**src/rtl/shared_bus_arbiter.sv**
```systemverilog
// shared_bus_arbiter
//   Round-robin, burst-oriented arbiter that places one of NUM_SRC sources
//   onto a shared registered WIDTH-bit bus. A grant is held until the owner
//   marks its last beat or MAX_BURST beats have been accepted. Every release
//   passes through one IDLE arbitration cycle.
//
// Ports
//   i_clk        system clock (rising edge)
//   i_rst_n      asynchronous active-low reset
//   i_req        per-source request / per-beat valid while granted
//   i_last       per-source end-of-burst marker (qualified by owner's req)
//   i_data_in    per-source data, packed [NUM_SRC-1:0][WIDTH-1:0]
//   i_stall      downstream back-pressure; bus outputs hold
//   o_gnt        registered one-hot grant, zero when idle
//   o_bus_out    registered bus data
//   o_bus_valid  o_bus_out carries an accepted beat
//   o_bus_src    index of the source that produced o_bus_out
module shared_bus_arbiter #(
  parameter int WIDTH     = 12,
  parameter int NUM_SRC   = 4,
  parameter int MAX_BURST = 8
) (
  input  logic                              i_clk,
  input  logic                              i_rst_n,
  input  logic [NUM_SRC-1:0]                i_req,
  input  logic [NUM_SRC-1:0]                i_last,
  input  logic [NUM_SRC-1:0][WIDTH-1:0]     i_data_in,
  input  logic                              i_stall,
  output logic [NUM_SRC-1:0]                o_gnt,
  output logic [WIDTH-1:0]                  o_bus_out,
  output logic                              o_bus_valid,
  output logic [$clog2(NUM_SRC)-1:0]        o_bus_src
);

  localparam int SRC_W = $clog2(NUM_SRC);
  localparam int CNT_W = $clog2(MAX_BURST + 1);
  localparam logic [SRC_W:0]   NUM_SRC_EXT = (SRC_W + 1)'(NUM_SRC);
  localparam logic [CNT_W-1:0] CNT_CAP     = CNT_W'(MAX_BURST);
  localparam logic [SRC_W-1:0] SRC_LAST    = SRC_W'(NUM_SRC - 1);

  typedef enum logic {S_IDLE, S_BUSY} state_t;

  state_t                 r_state, w_state_next;
  logic [SRC_W-1:0]       r_owner, w_owner_next;
  logic [SRC_W-1:0]       r_ptr, w_ptr_next;
  logic [CNT_W-1:0]       r_cnt, w_cnt_next;
  logic [NUM_SRC-1:0]     r_gnt, w_gnt_next;
  logic [WIDTH-1:0]       r_bus_out, w_bus_out_next;
  logic                   r_bus_valid, w_bus_valid_next;
  logic [SRC_W-1:0]       r_bus_src, w_bus_src_next;

  // Arbitration: rotate requests so bit 0 corresponds to r_ptr, find the
  // first set bit, then map the offset back to an absolute index.
  logic [2*NUM_SRC-1:0]   w_req_dbl;
  logic [NUM_SRC-1:0]     w_req_rot;
  logic [SRC_W-1:0]       w_offset;
  logic [SRC_W:0]         w_sum;
  logic [SRC_W-1:0]       w_winner;
  logic [NUM_SRC-1:0]     w_winner_onehot;

  assign w_req_dbl = {i_req, i_req} >> r_ptr;
  assign w_req_rot = w_req_dbl[NUM_SRC-1:0];

  always_comb begin
    w_offset = '0;
    for (int k = NUM_SRC - 1; k >= 0; k--) begin
      if (w_req_rot[k]) w_offset = SRC_W'(k);
    end
  end

  assign w_sum    = {1'b0, r_ptr} + {1'b0, w_offset};
  assign w_winner = (w_sum >= NUM_SRC_EXT) ? SRC_W'(w_sum - NUM_SRC_EXT)
                                           : w_sum[SRC_W-1:0];

  for (genvar gi = 0; gi < NUM_SRC; gi++) begin : g_onehot
    assign w_winner_onehot[gi] = (w_winner == SRC_W'(gi));
  end

  // Owner-side view of the inputs.
  logic             w_owner_req;
  logic             w_owner_last;
  logic [WIDTH-1:0] w_owner_data;
  logic             w_accept;
  logic             w_release;
  logic [SRC_W-1:0] w_owner_inc;

  assign w_owner_req  = i_req[r_owner];
  assign w_owner_last = i_last[r_owner];
  assign w_owner_data = i_data_in[r_owner];
  assign w_accept     = (r_state == S_BUSY) && w_owner_req && !i_stall;
  // The cap counts accepted beats including the one on this edge.
  assign w_release    = w_accept && (w_owner_last || ((r_cnt + 1'b1) == CNT_CAP));
  assign w_owner_inc  = (r_owner == SRC_LAST) ? '0 : r_owner + 1'b1;

  always_comb begin
    w_state_next     = r_state;
    w_owner_next     = r_owner;
    w_ptr_next       = r_ptr;
    w_cnt_next       = r_cnt;
    w_gnt_next       = r_gnt;
    w_bus_out_next   = r_bus_out;
    w_bus_valid_next = r_bus_valid;
    w_bus_src_next   = r_bus_src;
    case (r_state)
      S_IDLE: begin
        if (!i_stall) w_bus_valid_next = 1'b0;
        // Arbitration ignores stall; only the bus side is held.
        if (|i_req) begin
          w_state_next = S_BUSY;
          w_owner_next = w_winner;
          w_gnt_next   = w_winner_onehot;
          w_cnt_next   = '0;
        end
      end
      S_BUSY: begin
        if (w_accept) begin
          w_bus_out_next   = w_owner_data;
          w_bus_valid_next = 1'b1;
          w_bus_src_next   = r_owner;
          w_cnt_next       = r_cnt + 1'b1;
          if (w_release) begin
            w_state_next = S_IDLE;
            w_gnt_next   = '0;
            w_ptr_next   = w_owner_inc;
            w_cnt_next   = '0;
          end
        end else if (!i_stall) begin
          // Bubble: owner keeps the grant but sends nothing this cycle.
          w_bus_valid_next = 1'b0;
        end
      end
      default: begin
        w_state_next = S_IDLE;
        w_gnt_next   = '0;
      end
    endcase
  end

  always_ff @(posedge i_clk or negedge i_rst_n) begin
    if (!i_rst_n) begin
      r_state     <= S_IDLE;
      r_owner     <= '0;
      r_ptr       <= '0;
      r_cnt       <= '0;
      r_gnt       <= '0;
      r_bus_out   <= '0;
      r_bus_valid <= 1'b0;
      r_bus_src   <= '0;
    end else begin
      r_state     <= w_state_next;
      r_owner     <= w_owner_next;
      r_ptr       <= w_ptr_next;
      r_cnt       <= w_cnt_next;
      r_gnt       <= w_gnt_next;
      r_bus_out   <= w_bus_out_next;
      r_bus_valid <= w_bus_valid_next;
      r_bus_src   <= w_bus_src_next;
    end
  end

  assign o_gnt       = r_gnt;
  assign o_bus_out   = r_bus_out;
  assign o_bus_valid = r_bus_valid;
  assign o_bus_src   = r_bus_src;

endmodule
```
**config.mk**
```make
export PLATFORM = sky130hd
export DESIGN_NAME = shared_bus_arbiter
export DESIGN_NICKNAME = d
export VERILOG_FILES = /design/src/rtl/shared_bus_arbiter.sv
export SDC_FILE = /design/constraint.sdc
export NUM_CORES = 1
export LEC_CHECK = 0
export CORE_ASPECT_RATIO = 1.2
export CORE_MARGIN = 2
export CORE_UTILIZATION = 39
export CTS_BUF_LIST = sky130_fd_sc_hd__clkbuf_4
export DETAILED_ROUTE_END_ITERATION = 8
export HOLD_SLACK_MARGIN = 0.03
export PLACE_DENSITY_LB_ADDON = 0.1
export SYNTH_ARGS = -nofsm -noshare
export SYNTH_HDL_FRONTEND = slang
export SYNTH_SLANG_ARGS = --single-unit
```
**constraint.sdc**
```tcl
create_clock -name i_clk -period 1.9 [get_ports i_clk]
set_input_delay 0.475 -clock i_clk [delete_from_list [all_inputs] [get_ports i_clk]]
set_output_delay 0.475 -clock i_clk [all_outputs]
set_load 0.01 [all_outputs]
```
## Word level (Yosys, flattened, before mapping)

Cells that the tools add are included.
W data, S select, Z words.

- Add/subtract/negate cells: 4
- $lt $le $gt $ge: 2
- Equal/unequal tests: 8
- Shift-type cells: 1
- Mux-type cells: 27
- Bitwise gates (word level): 1
- Reductions and logical operators: 12

Operator list:

| cell | count |
|---|---|
| $bmux W12 S2 | 1 |
| $mux W4 | 6 |
| $pmux W4 S2 | 2 |
| $mux W12 | 1 |
| $mux W2 | 6 |
| $shr A8 B2 Y4 | 1 |
| $mux W1 | 7 |
| $eq A2 B2 Y1 const B | 3 |
| $reduce_and A2 Y1 | 3 |
| $reduce_and A3 Y1 | 2 |
| $add A4 B1 Y4 const B | 1 |
| $bmux W1 S2 | 2 |
| $eq A4 B4 Y1 const B | 1 |
| $ne A2 B1 Y1 const B | 2 |
| $pmux W1 S2 | 2 |
| $reduce_or A4 Y1 | 1 |
| $add A2 B2 Y3 | 1 |
| $ge A3 B3 Y1 const B | 1 |
| $logic_and A1 B1 Y1 | 3 |
| $lt A2 B3 Y1 const B | 1 |
| $add A2 B1 Y2 const B | 1 |
| $eq A2 B1 Y1 const B | 1 |
| $logic_not A2 Y1 | 1 |
| $ne A2 B2 Y1 const B | 1 |
| other kinds (4) | 4 |

- Register bits: 28
- Logic and storage cells: 63

## Logic depth before layout (Yosys ltp)

Gate-level depths: netlist of the first run.

- Depth in word-level cells: 11
- Mapped depth: 10

## Worst setup path before layout of the first run

OpenSTA, ideal clock, no wires.

- Path kind: input -> register
- From: input i_req[2]
- To: register r_gnt[3] (netlist: o_gnt[3])
- Library setup time: 69 ps
- Arrival: 1,842 ps
- Slack: -12 ps
- Cell stages on the path: 9
- Buffers on the path: 1
- Cells stage by stage: buf_2 > o311ai_0 > o21ai_0 > o221ai_1 > ha_1 > xor2_1 > and3_1 > o21ai_0 > nand3_1

- Longest elaborated chain between the ends: 11
- Elaborated cells between the ends (all ways): 22
- Those cells by class: 2 x add/sub; 1 x order compare; 4 x eq/ne; 1 x shift; 9 x mux; 5 x reduce/logical

RTL lines:

| what | line | RTL |
|---|---|---|
| start, declared | 25 | `input logic [NUM_SRC-1:0] i_req,` |
| $shr A8 B2 Y4 | 61 | `assign w_req_dbl = {i_req, i_req} >> r_ptr;` |
| $mux W2 (4 in a row) | 67 | `if (w_req_rot[k]) w_offset = SRC_W'(k);` |
| $add A2 B2 Y3 | 71 | `assign w_sum = {1'b0, r_ptr} + {1'b0, w_offset};` |
| $ge A3 B3 Y1 / $sub A2 B1 Y2 (equally long branches) | 72 | `assign w_winner = (w_sum >= NUM_SRC_EXT) ? SRC_W'(w_sum - NUM_SRC_EXT)` |
| $mux W2 | 72 |  |
| $eq A2 B2 Y1 | 76 | `assign w_winner_onehot[gi] = (w_winner == SRC_W'(gi));` |
| $mux W4 | 108 | `if (\|i_req) begin` |
| $pmux W4 S2 | 104 | `case (r_state)` |
| end signal, assigned | 154 | `r_gnt <= w_gnt_next;` |
| end, declared | 47 | `logic [NUM_SRC-1:0] r_gnt, w_gnt_next;` |

Several ways; a longest one is shown, not always the timed one. The select of a mux whose other input is x is not followed.
A chain may end at the register's enable or synchronous reset.

## Final worst setup path of the first run

- From: register r_ptr[0]
- To: register r_gnt[1] (netlist: o_gnt[1])

- Longest elaborated chain between the ends: 11
- Elaborated cells between the ends (all ways): 12
- Those cells by class: 2 x add/sub; 1 x order compare; 1 x eq/ne; 1 x shift; 7 x mux

RTL lines:

| what | line | RTL |
|---|---|---|
| start, declared | 45 | `logic [SRC_W-1:0] r_ptr, w_ptr_next;` |
| start signal, assigned | 152 | `r_ptr <= w_ptr_next;` |
| $shr A8 B2 Y4 | 61 |  |
| $mux W2 (4 in a row) | 67 |  |
| $add A2 B2 Y3 (*) | 71 |  |
| $ge A3 B3 Y1 / $sub A2 B1 Y2 (equally long branches) | 72 |  |
| $mux W2 (*) | 72 |  |
| $eq A2 B1 Y1 (*) | 76 |  |
| $mux W4 (*) | 108 |  |
| $pmux W4 S2 (*) | 104 |  |

Mark *: on every way between the ends. The rest lies on a longest branch, timed or not. The select of a mux whose other input is x is not followed.

==> results of run 1 <==
metal layers:
metal,part of all wire (%),global-route usage [%]
met3,5.2,1.29
met5,0,0
met1,39,22.5
met4,0.80,5.00
met2,55,38.8
cell usage after synthesis, drive strengths merged, types with 2 or more instances:
cell type / instances / share of area, %
a21oi: 4 / 1.1
o21ai: 15 / 4.8
mux2: 14 / 9.1
clkbuf: 4 / 0.84
nand2: 13 / 2.9
a21o: 2 / 0.84
nor3: 2 / 0.56
nand3b: 2 / 0.84
buf: 7 / 2.8
and3: 2 / 0.70
o22ai: 3 / 1.8
mux2i: 3 / 1.7
nand2b: 4 / 1.4
nor2: 6 / 1.3
ha: 3 / 2.1
mux4: 13 / 16
nand3: 15 / 4.2
dfrtp: 28 / 39
layout make-up:
| cell class | count | area (um^2) |
|---|---|---|
| Clock buffer | 3 | 22.5 |
| Inverter | 1 | 3.75 |
| Timing Repair Buffer | 103 | 970 |
| Sequential cell | 28 | 703 |
| Clock inverter | 1 | 30.0 |
| Multi-Input combinational cell | 116 | 1060 |
| Fill cell | 339 | 1460 |
| Tap cell | 56 | 70.1 |
repair_timing:
item	CTS	global route
setup endpoints to repair	14	21
resized for setup	13	8
endpoints found under the hold margin	0	0
cloned	0	0
pin swaps	4	5
final timing paths:
path,end,cells past startpoint
min in group asynchronous,r_owner[1]$_DFFE_PN0P_,2
setup / recovery,o_gnt[1]$_DFFE_PN0P_,9
hold / removal,o_bus_valid$_DFF_PN0_,1
hold reg to reg,o_bus_valid$_DFF_PN0_,1
setup reg to reg,o_gnt[1]$_DFFE_PN0P_,9
max in group asynchronous,r_ptr[0]$_DFFE_PN0P_,2
state kept, by name, indices dropped and copies added, names as in the netlist:
name / flops
o_bus_out: 12
o_gnt: 4
r_cnt: 4
o_bus_src: 2
r_owner: 2
r_ptr: 2
o_bus_valid: 1
r_state: 1
kinds of logic after synthesis:
| group | Yosys count |
|---|---|
| compound gates | 35 |
| flops | 28 |
| mux | 30 |
| fa+ha+maj | 3 |
| simple gates | 46 |
| buf+inv | 12 |
| xor+xnor | 2 |
power by group through the flow:
stage	clock, uW	sequential [uW]	combinational, uW
2_1_floorplan	0	1110	1250
3_3_place_gp	0	1050	2160
3_5_place_dp	0	1070	2220
4_1_cts	405	1060	2290
5_1_grt	424	1110	2500
6_report	393	1070	2300
stage by stage:
| step | hold WS (ns) | setup WS (ns) | power (uW) | TNS [ns] | utilization, % |
|---|---|---|---|---|---|
| detailed placement | 0.468 | -0.501 | 3290 | -9.32 | 63.7 |
| global route | 0.520 | -0.0214 | 4030 | -0.0416 | 66.2 |
| global placement | 0.463 | -0.403 | 3210 | -8.22 | 63.7 |
| finish | 0.504 | 0.0482 | 3770 | 0 | 66.2 |
| floorplan | 0.179 | 0.00261 | 2370 | 0 | - |
| CTS | 0.502 | 0.0115 | 3760 | 0 | 65.6 |
==> flow_summary.yaml, run 1 <==
run_status:
  status: "finished, final reports clean"
floorplan:
  io_pins: 78
  die_area_um2: 5130
  die_w_um: 65.7
  rows: 26
  core_area_um2: 4330
  die_y_um: 78.0
  start_util_pct: 41.2
synth:
  synth_fa_ha_area_share_pct: 2.11
  synth_nets: 218
  synth-simple-area-share_pct: 12.7
  async_flop_share_pct: 100
  muxShareOfSynthArea_pct: 27.2
  ys.flop_type: "dfrtp_1"
  synth_compound_area_share_pct: 13.8
  synth_cells: 156
  syn_area_per_cell_um2: 11.4
  synth_top_family_by_area: "multiplexers"
  synth_xor_xnor_area_share_pct: 0.983
  netlist_area_um2: 1780
  yosysSeqAreaShare_pct: 39.3
  yosys_warnings: 0
  ys_types: 42
  synth_edf_count: 0
  synth_seq_cells: 28
clock_network:
  cts.path.max_buffers: 2
  post_cts_buffers: 0
  cts_sinks: 28
  clock_latency_ns: 0.33
  ctsHoldBuffers: 0
  cts_tree: "built"
  htreeDepth: 1
  cts_buffers: 3
  root_buffer: "clkbuf_4"
  path_clk_slew_ns: 0.16
final_layout:
  num_antenna_cells: 0
  final_area_um2: 2860
  final_cell_count_no_fill: 308
  drive_gt1_share_pct: 25.8
  area_delta_synth_final_pct: 60.7
  final_cell_mix: "clkdlybuf4s50_1 (73), dfrtp_1 (26), buf_4 (24)"
  nets: 315
  layout_commonest_cell: "clkdlybuf4s50_1"
global_routing:
  grt_pass1_vias: 1725
  grt_first_pass_wirelength_um: 7960
  grtUsageTotal_pct: 19.8
  antenna_found_initial: 0
  grt_remaining_overflow: 0
  grt_max_degree: 29
power_and_ir_drop:
  clkPwrFrac_pct: 10.4
  pwr_density_cell_nw_per_um2: 1320
  vdd_ir_drop_max_v: 0.000945
  combPwrFrac_pct: 61.2
  p_int_uw: 2400
  p_switching_uw: 1370
  swShare_pct: 36.3
  pwr-share-seq_pct: 28.4
  power.leakage_uw: 0.00117
placement:
  placed_cell_area_um2: 2760
  gp_congestion: 0.785
  detailed_place_hpwl_um: 3960
  dpl.cell_count: 304
  io_buffers: 77
critical_path:
  crit_type: "flop to flop"
  start_kind: "flop"
  crit_path_max_incr_delay_ns: 0.49
  regToRegSetupSlack_ns: 0.05
  cp_top_family: "flip-flops"
  crit_arrival_ns: 2.13
  setup.worst_path.start: "r_ptr[0]$_DFFE_PN0P_"
  cp-end-kind: "flop"
  critical_path_buf_inv_count: 0
  worstPathMaxFanout: 7
  timing.rr.start: "r_ptr[0]$_DFFE_PN0P_"
  crit_chain: "nand2_1 > o22ai_1 > o21ai_1 > o221ai_1 > ha_2 > xnor2_2 > and3_1 > o21ai_0 > nand3_1"
  worstPathRequired_ns: 2.18
  crit_slowest_cell: "dfrtp_2"
route:
  wl_per_cell_um: 16.3
  drtIter0Drc: 37
  drt-total-wl_um: 5010
  route.detailed.drc: 0
  num_vias: 1648
  drt-vias-per-instance: 5.35
  firstDrtPassIters: 6
  final_antenna_net_count: 0
sta:
  finalSetupViolCount: 0
  fin_crit_ns: 1.85
  slew_viol_final: 0
  hold_violations: 0
  worst_clock_skew_ns: 0.00944
  rsz0062_at_grt: "true"
  worstMarginPinSlew_ns: 0.352
  fmax_mhz: 540
  post-route-period-util_pct: 97.5
  relSlewSlack_pct: 75.8
worst_hold_path:
  min_from: "o_bus_valid$_DFF_PN0_"
  hold_class: "flop to flop"
flow_run:
  drv_cap: 0
Note: power is estimated with default switching activity, not from simulation.
==> inputs of run 2 (changes only) <==
Settings changed: CTS_BUF_LIST sky130_fd_sc_hd__clkbuf_4 to sky130_fd_sc_hd__clkbuf_2.
==> flow_summary.yaml, run 2 (same netlist as run 1, synthesis figures left out) <==
route:
  route.detailed.drc: 0
  drtIter0Drc: 47
  num_vias: 1660
  drt-total-wl_um: 5100
  wl_per_cell_um: 16.6
  drt-vias-per-instance: 5.39
  final_antenna_net_count: 0
  firstDrtPassIters: 6
run_status:
  status: "finished, final reports clean"
power_and_ir_drop:
  power.leakage_uw: 0.00118
  pwr_density_cell_nw_per_um2: 1330
  vdd_ir_drop_max_v: 0.00115
critical_path:
  crit_type: "input port to flop"
  crit_slowest_cell: "clkdlybuf4s50_1"
  regToRegSetupSlack_ns: 0.08
  crit_arrival_ns: 2.10
  crit_chain: "clkdlybuf4s50_1 > or3b_1 > o22ai_4 > buf_4 > mux2_1"
  worstPathRequired_ns: 2.18
  start_kind: "input port"
  worstPathMaxFanout: 8
  crit_path_max_incr_delay_ns: 0.43
  cp-end-kind: "flop"
final_layout:
  num_antenna_cells: 0
  final_cell_count_no_fill: 308
  nets: 315
  final_cell_mix: "clkdlybuf4s50_1 (73), dfrtp_1 (26), buf_4 (25)"
  seqCellArea_um2: 703
  fillCellCount: 336
  multiInputGateArea_um2: 1100
  layout_commonest_cell: "clkdlybuf4s50_1"
  final_area_um2: 2900
  drive_gt1_share_pct: 26.2
  largest_reg_flops: 12
  area_delta_synth_final_pct: 62.5
sta:
  fin_crit_ns: 1.82
  finalSetupViolCount: 0
  post-route-period-util_pct: 95.9
  setup_ws_ns: 0.0784
  slew_viol_final: 0
  worstMarginPinSlew_ns: 0.362
  hold_violations: 0
  fmax_mhz: 549
  tns_ns: 0
  rsz0062_at_grt: "true"
  holdWs_ns: 0.442
  relSlewSlack_pct: 75.1
  worst_clock_skew_ns: 0.0118
floorplan:
  core_area_um2: 4330
  die_y_um: 78.0
  start_util_pct: 41.2
  io_pins: 78
  die_w_um: 65.7
  rows: 26
  die_area_um2: 5130
clock_network:
  post_cts_buffers: 0
  root_buffer: "clkbuf_2"
  clock_latency_ns: 0.37
  cts_sinks: 28
  cts_buffers: 3
  htreeDepth: 1
  cts_tree: "built"
  cts.path.max_buffers: 2
  path_clk_slew_ns: 0.28
global_routing:
  antenna_found_initial: 0
  grt_max_degree: 29
  grt_pass1_vias: 1725
  grt_first_pass_wirelength_um: 7920
  grtUsageTotal_pct: 19.7
  grt_remaining_overflow: 0
placement:
  dpl.cell_count: 304
  dp_slack_ns: -0.501
  placed_cell_area_um2: 2760
  io_buffers: 77
  gp_congestion: 0.785
  detailed_place_hpwl_um: 3960
worst_hold_path:
  hold_class: "input port to async pin"
flow_run:
  drv_cap: 0
==> run 2: layer usage <==
| layer | GRT usage [%] | vias up | part of all wire (%) | routed length (um) |
|---|---|---|---|---|
| li1 | - | 783 | - | - |
| met1 | 22.5 | 812 | 39 | 1970 |
| met2 | 38.3 | 63 | 55 | 2810 |
| met3 | 1.43 | 2 | 5.5 | 279 |
| met4 | 5.42 | 0 | 0.78 | 40 |
| met5 | 0 | - | 0 | 0 |
==> run 2: stage by stage <==
stage	total power [uW]	util, %
after detailed placement	3290	63.7
after global placement	3210	63.7
after CTS	3690	65.0
final	3840	66.9
after global routing	4120	66.9
after floorplan	2370	-
==> run 2: worst paths after layout <==
kind,endpoint,cells past startpoint,from
min in group i_clk,o_bus_valid$_DFF_PN0_,1,o_bus_valid$_DFF_PN0_
worst max register to register,o_gnt[1]$_DFFE_PN0P_,9,r_ptr[0]$_DFFE_PN0P_
worst min-delay path,r_owner[1]$_DFFE_PN0P_,2,i_rst_n
max in group asynchronous,r_ptr[0]$_DFFE_PN0P_,2,i_rst_n
worst max-delay path,o_bus_src[0]$_DFFE_PN0P_,5,i_stall
worst min register to register,o_bus_valid$_DFF_PN0_,1,o_bus_valid$_DFF_PN0_
==> run 2: layout make-up <==
class / count / share of cell area [%]
Timing Repair Buffer: 103 / 33.4
Multi-Input combinational cell: 116 / 38.2
Clock inverter: 1 / 1.04
Sequential cell: 28 / 24.3
Clock buffer: 3 / 0.519
Inverter: 1 / 0.130
Tap cell: 56 / 2.42
==> run 2: where the power goes <==
part / switching [uW] / total (uW) / internal, uW
Clock: 182 / 363 / 181
Combinational: 1030 / 2410 / 1380
Sequential: 194 / 1070 / 871
Total: 1410 / 3840 / 2430
==> run 2: timing repair <==
| item | 4_1_cts | 5_1_grt |
|---|---|---|
| pin swaps | 3 | 7 |
| gates resized for setup | 7 | 16 |
| hold buffers | 0 | 0 |
| setup endpoints to repair | 5 | 21 |
==> run 2: critical path: cells and delay by family <==
kind / cells / cell delay, ns
multiplexers: 1 / 0.34
AND/OR/NAND/NOR: 1 / 0.42
buffers and inverters: 2 / 0.65
AO/OA/AOI/OAI: 1 / 0.21
==> inputs of run 3 (changes only) <==
Settings changed: CORE_UTILIZATION 39 to 30.
==> flow_summary.yaml, run 3 (same netlist as run 1, synthesis figures left out) <==
run_status:
  status: "finished, final reports clean"
clock_network:
  root_buffer: "clkbuf_2"
  path_clk_slew_ns: 0.28
  clock_latency_ns: 0.36
  cts_sinks: 28
  htreeDepth: 1
  cts.path.max_buffers: 2
  cts_buffers: 3
  ctsHoldBuffers: 0
  cts_tree: "built"
floorplan:
  rows: 30
  io_pins: 78
  die_area_um2: 6570
  start_util_pct: 31.2
  core_area_um2: 5710
  die_w_um: 74.4
  die_y_um: 88.4
route:
  wl_met3_um: 214
  drt-vias-per-instance: 4.90
  wl_per_cell_um: 14.1
  drtIter0Drc: 41
  final_antenna_net_count: 0
  top_layer_used: "met4"
  met1_length_um: 1990
  route.met2.wl_um: 2510
  firstDrtPassIters: 4
  route.detailed.drc: 0
  drt-total-wl_um: 4760
  num_vias: 1650
power_and_ir_drop:
  power.leakage_uw: 0.00124
  vdd_ir_drop_max_v: 0.000633
  pwr_density_cell_nw_per_um2: 1300
  finalPower_uw: 3830
final_layout:
  final_cell_mix: "clkdlybuf4s50_1 (70), buf_4 (30), dfrtp_1 (26)"
  nets: 320
  drive_gt1_share_pct: 27.2
  num_antenna_cells: 0
  final_cell_count_no_fill: 337
  area_delta_synth_final_pct: 65.9
  largest_reg_flops: 12
  layout_commonest_cell: "clkdlybuf4s50_1"
critical_path:
  timing.rr.start: "r_ptr[0]$_DFFE_PN0P_"
  setup.worst_path.start: "r_ptr[0]$_DFFE_PN0P_"
  worstPathMaxFanout: 7
  cp-end-kind: "flop"
  crit_path_max_incr_delay_ns: 0.53
  crit_slowest_cell: "dfrtp_2"
  crit_arrival_ns: 2.18
  crit_type: "flop to flop"
  start_kind: "flop"
  cp_common_cell: "buf_4"
  crit_chain: "buf_4 > buf_4 > o221ai_2 > ha_2 > xor2_2 > and3_1 > o21ai_0 > nand3_1"
  worstPathRequired_ns: 2.23
global_routing:
  grtUsageTotal_pct: 16.0
  grt_first_pass_wirelength_um: 8200
  grt_max_degree: 29
  antenna_found_initial: 0
  grt_remaining_overflow: 0
  grt_pass1_vias: 1789
sta:
  worst_clock_skew_ns: 0.00593
  fmax_mhz: 540
  worstMarginPinSlew_ns: 0.372
  tns_ns: 0
  fin_crit_ns: 1.85
  relSlewSlack_pct: 75.2
  hold_violations: 0
  slew_viol_final: 0
  post-route-period-util_pct: 97.5
  rsz0062_at_grt: "true"
  finalSetupViolCount: 0
placement:
  io_buffers: 77
  gp_congestion: 0.803
  detailed_place_hpwl_um: 3830
  dpl.cell_count: 331
flow_run:
  drv_cap: 0
worst_hold_path:
  hold_class: "input port to async pin"
==> run 3: per-stage QoR <==
stage,hold WS [ns],util [%],cell area [um^2],worst slack [ns]
2_1_floorplan,0.179,-,1780,0.00261
3_5_place_dp,0.475,49.4,2820,-0.496
3_3_place_gp,0.465,49.4,2820,-0.453
6_report,0.433,51.8,2960,0.0469
5_1_grt,0.402,51.8,2960,-0.0834
4_1_cts,0.429,50.6,2890,0.00540
==> run 3: area by class of cell <==
type	instances	area [um^2]
flip-flops and latches	28	703
clock buffers	3	15.0
repair buffers	108	1020
well taps	80	100
fillers	539	2750
inverters	1	3.75
multi-input cells	116	1080
clock inverters	1	30.0
==> run 3: path summary, 6_finish.rpt <==
| path | end | slack [ns] | cells past startpoint |
|---|---|---|---|
| min in group i_clk | o_bus_out[3]$_DFFE_PN0P_ | 0.52 | 1 |
| worst min-delay path | o_bus_out[10]$_DFFE_PN0P_ | 0.43 | 2 |
| worst min register to register | o_bus_out[3]$_DFFE_PN0P_ | 0.52 | 1 |
| worst max-delay path | o_gnt[3]$_DFFE_PN0P_ | 0.05 | 8 |
| worst max register to register | o_gnt[3]$_DFFE_PN0P_ | 0.05 | 8 |
| max in group asynchronous | r_owner[0]$_DFFE_PN0P_ | 1.18 | 2 |
==> run 3: metal layers <==
| metal | vias up | global-route usage (%) |
|---|---|---|
| li1 | 796 | - |
| met1 | 814 | 19.2 |
| met2 | 38 | 30.0 |
| met3 | 2 | 1.25 |
| met4 | 0 | 4.87 |
| met5 | - | 0 |
==> run 3: repair_timing <==
action / in CTS / in global routing
pin swaps: 3 / 10
resized for setup: 9 / 13
setup endpoints to repair: 6 / 12
hold endpoints to repair: 0 / 0
buffers inserted: 0 / 2
==> run 3: where the power goes <==
| part | switching [uW] | internal [uW] | total (uW) |
|---|---|---|---|
| Sequential | 195 | 871 | 1070 |
| Clock | 184 | 181 | 365 |
| Combinational | 1010 | 1390 | 2400 |
| Total | 1390 | 2440 | 3830 |
==> run 3: worst max-delay path: cells and delay by family, from the launching register on <==
family	cells	cell delay [ns]
AND/OR/NAND/NOR	2	0.28
AO/OA/AOI/OAI	2	0.26
XOR/XNOR	1	0.20
adder cells (fa/ha/maj)	1	0.25
buffers and inverters	2	0.29
flip-flops	1	0.53
